[config.mk]
export PLATFORM = sky130hd
export DESIGN_NAME = led_pulse_stretch
export DESIGN_NICKNAME = d
export VERILOG_FILES = /design/src/rtl/led_pulse_stretch.sv
export SDC_FILE = /design/constraint.sdc
export NUM_CORES = 1
export LEC_CHECK = 0
export BUFFER_PORTS_ARGS = -buffer_cell sky130_fd_sc_hd__buf_2
export CAP_MARGIN = 30
export CORE_UTILIZATION = 50
export DETAILED_ROUTE_END_ITERATION = 7
export PLACE_DENSITY = 0.68
export SETUP_SLACK_MARGIN = 0.02
export SLEW_MARGIN = 10
export SYNTH_ARGS = -nofsm -noshare
export SYNTH_HDL_FRONTEND = slang
export SYNTH_SLANG_ARGS = --single-unit
[constraint.sdc]
create_clock -name clock -period 3.8 [get_ports clock]
set_input_delay 0.95 -clock clock [delete_from_list [all_inputs] [get_ports clock]]
set_output_delay 0.95 -clock clock [all_outputs]
set_load 0.02 [all_outputs]
[src/rtl/led_pulse_stretch.sv]
// LED pulse stretcher: turns single-cycle event strobes into visible blinks with a
// fixed dark gap between them, queuing events that arrive during a blink or gap.
module led_pulse_stretch #(
  parameter int HOLD_CYCLES = 16,
  parameter int GAP_CYCLES  = 8,
  parameter int CNT_W       = 5,
  parameter int PEND_W      = 3
) (
  input  logic              clock,
  input  logic              reset,
  input  logic              in,
  input  logic              clear,
  output logic              out,
  output logic              busy,
  output logic [PEND_W-1:0] pending,
  output logic              overflow
);

  typedef enum logic [1:0] {
    IDLE = 2'd0,
    ON   = 2'd1,
    GAP  = 2'd2
  } state_t;

  localparam logic [CNT_W-1:0]  HOLD_LOAD = CNT_W'(HOLD_CYCLES - 1);
  localparam logic [CNT_W-1:0]  GAP_LOAD  = CNT_W'(GAP_CYCLES - 1);
  localparam logic [PEND_W-1:0] PEND_MAX  = '1;

  state_t            r_state, w_state_next;
  logic [CNT_W-1:0]  r_timer, w_timer_next;
  logic [PEND_W-1:0] r_pending, w_pending_next;
  logic              r_out, w_out_next;
  logic              r_overflow, w_overflow_next;
  logic              w_want;
  logic              w_launch;

  always_ff @(posedge clock or negedge reset) begin
    if (!reset) begin
      r_state    <= IDLE;
      r_timer    <= '0;
      r_pending  <= '0;
      r_out      <= 1'b0;
      r_overflow <= 1'b0;
    end else begin
      r_state    <= w_state_next;
      r_timer    <= w_timer_next;
      r_pending  <= w_pending_next;
      r_out      <= w_out_next;
      r_overflow <= w_overflow_next;
    end
  end

  always_comb begin
    w_state_next    = r_state;
    w_timer_next    = r_timer;
    w_pending_next  = r_pending;
    w_overflow_next = r_overflow;
    w_launch        = 1'b0;
    w_want          = in || (r_pending != '0);

    case (r_state)
      IDLE: begin
        if (w_want) begin
          w_state_next = ON;
          w_timer_next = HOLD_LOAD;
          w_launch     = 1'b1;
        end
      end
      ON: begin
        if (r_timer == '0) begin
          w_state_next = GAP;
          w_timer_next = GAP_LOAD;
        end else begin
          w_timer_next = r_timer - CNT_W'(1);
        end
      end
      GAP: begin
        if (r_timer == '0) begin
          if (w_want) begin
            w_state_next = ON;
            w_timer_next = HOLD_LOAD;
            w_launch     = 1'b1;
          end else begin
            w_state_next = IDLE;
            w_timer_next = '0;
          end
        end else begin
          w_timer_next = r_timer - CNT_W'(1);
        end
      end
      default: begin
        w_state_next = IDLE;
        w_timer_next = '0;
      end
    endcase

    // A launch drains the queue first; an in arriving with it simply takes its place.
    if (w_launch) begin
      if ((r_pending != '0) && !in) begin
        w_pending_next = r_pending - PEND_W'(1);
      end
    end else if (in) begin
      if (r_pending == PEND_MAX) begin
        w_overflow_next = 1'b1;
      end else begin
        w_pending_next = r_pending + PEND_W'(1);
      end
    end

    if (clear) begin
      w_state_next    = IDLE;
      w_timer_next    = '0;
      w_pending_next  = '0;
      w_overflow_next = 1'b0;
    end

    w_out_next = (w_state_next == ON);
  end

  assign out      = r_out;
  assign busy     = (r_state != IDLE);
  assign pending  = r_pending;
  assign overflow = r_overflow;

endmodule

Yosys cells after proc, flatten, opt, wreduce, memory -nomap -nowiden
Index checks and enable logic that the tools add are counted.
{"block": "word_totals", "ff_bits": 12, "out_inout_bits": 6, "wordCells": 52}
{"block": "op_classes", "add_sub_neg": 3, "n_eq_ne": 8, "muxes": 24, "reduce_logical": 12}
{"cell": "$mux W5", "count": 4}
{"cell": "$mux W3", "count": 5}
{"cell": "$pmux W5 S3", "count": 1}
{"cell": "$mux W2", "count": 4}
{"cell": "$mux W1", "count": 7}
{"cell": "$ne A3 B3 Y1 const B", "count": 2}
{"cell": "$pmux W2 S3", "count": 1}
{"cell": "$reduce_and A3 Y1", "count": 2}
{"cell": "$reduce_bool A2 Y1", "count": 3}
{"cell": "$reduce_bool A3 Y1", "count": 2}
{"cell": "$logic_not A5 Y1", "count": 1}
{"cell": "$sub A5 B1 Y5 const B", "count": 1}
{"cell": "$eq A2 B1 Y1 const B", "count": 2}
{"cell": "$mux W4", "count": 1}
{"cell": "$add A3 B1 Y3 const B", "count": 1}
{"cell": "$eq A3 B3 Y1 const B", "count": 1}
{"cell": "$ne A3 B2 Y1 const B", "count": 1}
{"cell": "$sub A3 B1 Y3 const B", "count": 1}
{"cell": "$eq A2 B2 Y1 const B", "count": 1}
{"cell": "$logic_not A2 Y1", "count": 1}
{"cell": "$ne A2 B2 Y1 const B", "count": 1}
{"cell": "$pmux W1 S2", "count": 1}
{"cell": "$logic_and A1 B1 Y1", "count": 1}
{"cell": "$logic_not A1 Y1", "count": 1}
{"cell": "$logic_or A1 B1 Y1", "count": 1}

Depth between registers and ports, before layout
{"block": "depth", "ltp_word": 7, "ltp_mapped": 11, "ltp_nobuf": 10}

Worst setup path before layout
OpenSTA, ideal clock, no wires.
{"block": "synth_path", "path_type": "register to register", "startpoint": "register r_timer[0]", "endpoint": "register r_pending[2] (netlist: pending[2])", "setup_ns": 0.095, "arrival_ns": 2.797, "setup_slack_ns": 0.908, "stages_incl_launch_ff": 12, "path_buffers": 1, "path_cell_list": "dfrtp_1 inv_1 ha_1 or4b_4 buf_6 a21o_1 mux2_1 ha_1 or4_1 a211oi_1 a311oi_1 o31ai_1"}
{"block": "synth_between", "elab_chain_len": 5}
{"element": "start: declaration", "line": "30", "source": "logic [CNT_W-1:0] r_timer, w_timer_next;"}
{"element": "start signal: assignment", "line": "46", "source": "r_timer <= w_timer_next;"}
{"element": "$logic_not A5 Y1 *", "line": "78", "source": "if (r_timer == '0) begin"}
{"element": "$mux W1 *", "line": "78"}
{"element": "$pmux W1 S2 *", "line": "61", "source": "case (r_state)"}
{"element": "$ne A3 B2 Y1 (no source line) (tied with other cells)"}
{"element": "$reduce_and A3 Y1 (no source line) / $mux W3 (equally long branches)"}
{"element": "end signal: assignment", "line": "47", "source": "r_pending <= w_pending_next;"}
{"element": "end: declaration", "line": "31", "source": "logic [PEND_W-1:0] r_pending, w_pending_next;"}
Every way passes the cells marked *; elsewhere a longest branch is shown, timed or not.
A chain may end at the register's enable or synchronous reset.

Final worst setup path
Same ends and word-level chain as after synthesis.

==> results.json <==
{
  "portBuffers": 9,
  "synth_cells": 94,
  "vias": 753,
  "drt_iter0_markers": 13,
  "grt_setup_unrepaired": "no",
  "setup_viol": 0,
  "max_freq_mhz": 321,
  "power.leakage_nw": 0.395,
  "hold_viol_final": 0,
  "synth_area_um2": 833,
  "antenna_found_initial": 0,
  "maxCapViolations": 0,
  "initial_core_util_pct": 54.7,
  "worstSetupPathType": "flop to flop",
  "drc": 0,
  "syn_nets": 100,
  "hold_path_depth": 2,
  "antenna_left": 0,
  "yosysMostFrequentCell": "dfrtp_1",
  "synth_enable_flop_cells": 0,
  "synth_top_area_cell": "dfrtp_1",
  "finalMaxSlewViolations": 0,
  "dp_hpwl_um": 1240,
  "cts_tree": "done",
  "ir_drop_uv": 485,
  "ys_async_sr_fraction_pct": 100,
  "cp_data_required_time_ps": 3970,
  "synth_cell_types": 40,
  "die-area_mm2": 0.00183,
  "ys_seq_elements": 12,
  "ios": 10,
  "r2r_start": "r_timer[0]$_DFFE_PN0P_",
  "insertedDiodeCount": 0,
  "reg2reg_slack_ps": 680,
  "die_w_um": 42.8,
  "synthTopCellsByCount": "12 x dfrtp_1, 9 x a21oi_1, 7 x clkbuf_1",
  "wl_per_cell_um": 15.6,
  "worstHoldPathType": "flop to flop",
  "clk_pin_slew_ps": 80,
  "holdBufCountCts": 0,
  "tns_ps": 0,
  "reg2reg_to": "pending[2]$_DFFE_PN0P_",
  "rows": 14,
  "cts_setup_buffers": 0,
  "clock_path_buffers": 2,
  "drive_gt1_share_pct": 19.4,
  "cts_sinks": 12,
  "grt_overflow": 0,
  "skew_ps": 7.29,
  "cts.repair.resized": 0,
  "critPathArrivalTime_ps": 3290,
  "syn_area_per_cell_um2": 8.86,
  "holdPathEnd": "overflow$_DFFE_PN0P_",
  "htree_levels": 1,
  "routabilityCongestion": 0.768,
  "yosysSeqAreaShare_pct": 36.0,
  "slew_headroom_pct": 58.7,
  "ys.flop_type": "dfrtp_1",
  "cp-start-kind": "flop",
  "netlist_top_cells_area": "dfrtp_1 36%, a21oi_1 5.4%, clkbuf_1 3.2%",
  "min_from": "overflow$_DFFE_PN0P_",
  "powerDensity_mw_per_mm2": 839,
  "fin_crit_sh_pct": 82.0,
  "grt_use_total_pct": 23.0,
  "critPathMaxFanout": 21,
  "synth_warnings": 0,
  "grt_pass1_vias": 713,
  "period_needed_ps": 3120,
  "outcome": "complete, no violations",
  "area_growth_pct": 6.31,
  "grt_pass1_wl_um": 3230,
  "end_kind": "flop",
  "insertion_delay_ps": 260,
  "pre_cts_ws_ps": 705,
  "clockRootBuffer": "clkbuf_4",
  "vias_per_cell": 6.61,
  "core_area_mm2": 0.00152,
  "worstMarginPinSlew_ps": 619,
  "fin_nets": 106,
  "firstDrtPassIters": 4,
  "grt_max_degree": 22,
  "die_h_um": 42.8,
  "synth_top_area_share_pct": 36.0,
  "startpoint": "r_timer[0]$_DFFE_PN0P_",
  "cts_made_buffers": 3,
  "ff2ff_path_depth": 10,
  "setup_slack_ps": 682,
  "wirelength_um": 1780
}
-- per-layer routing --
metal,track usage (%),up-vias,part of all wire (%)
li1,-,369,-
met1,31.9,366,50
met2,34.8,14,45
met3,4.68,4,3.3
met4,8.75,0,1.6
met5,0,-,0
-- flip-flops by register name, summed over array words and instances (netlist names) --
name and cells:
out 1, overflow 1, pending 3, r_state 2, r_timer 5
-- cells in the final DEF, fill, tap and decap left out, drive strengths merged, types with 2 or more instances in the layout --
master / synthesis / routed
a2111o: 2 / 2
or3: 2 / 2
a211oi: 2 / 2
a221oi: 2 / 2
a21oi: 9 / 9
mux2: 2 / 2
nor2: 4 / 4
clkbuf: 7 / 3
inv: 6 / 6
a2111oi: 3 / 3
o21ai: 7 / 7
nor3: 2 / 2
dfrtp: 12 / 12
nand3: 4 / 4
buf: 2 / 10
a31oi: 2 / 2
nand2: 4 / 4
ha: 2 / 2
or4: 2 / 2
and3: 2 / 2
-- metrics by stage --
stage	hold slack [ps]	power (mW)	instance area [um^2]	cells	utilization [%]
2_1_floorplan	495	0.586	833	94	-
3_3_place_gp	480	0.658	863	111	56.7
3_5_place_dp	496	0.667	863	111	56.7
4_1_cts	511	0.744	886	114	58.1
5_1_grt	549	0.820	886	114	58.1
6_report	508	0.744	886	114	58.1
-- cell families (layout without fill, tap and decap cells) --
logic type	after synthesis	count (layout)	synth area share [%]
flops	12	12	36.0
xor+xnor	1	1	1.05
fa+ha+maj	2	2	3.00
mux	2	2	2.70
simple gates	25	25	17.9
buf+inv	15	19	7.81
compound gates	37	37	31.5
-- critical path: stages, from the launching register on --
cell and delay [ps]:
dfrtp_1 420, inv_1 70, ha_1 180, or4b_4 610, a21o_1 260, mux2_1 320
ha_1 220, or4_1 410, a211oi_1 240, a311oi_1 80, o31ai_1 200
-- worst max path at each step --
stage / slack, ps / cells after the start / end
after global placement: 790 / 10 / pending[2]$_DFFE_PN0P_
after floorplan: 910 / 11 / pending[2]$_DFFE_PN0P_
final: 680 / 10 / pending[2]$_DFFE_PN0P_
after CTS: 680 / 10 / pending[2]$_DFFE_PN0P_
after global routing: 510 / 10 / pending[2]$_DFFE_PN0P_
after detailed placement: 710 / 10 / pending[2]$_DFFE_PN0P_
-- area by class of cell --
class,count,area (um^2)
fillers,144,638
multi-input cells,67,468
flip-flops and latches,12,300
repair buffers,10,52.6
clock buffers,3,22.5
inverters,6,22.5
well taps,16,20.0
-- power by group --
| group | internal [mW] | total [mW] | switching [mW] |
|---|---|---|---|
| clock | 0.0365 | 0.0754 | 0.0389 |
| combinational | 0.184 | 0.414 | 0.230 |
| sequential | 0.170 | 0.254 | 0.0836 |
(Power assumes the default switching activity.)
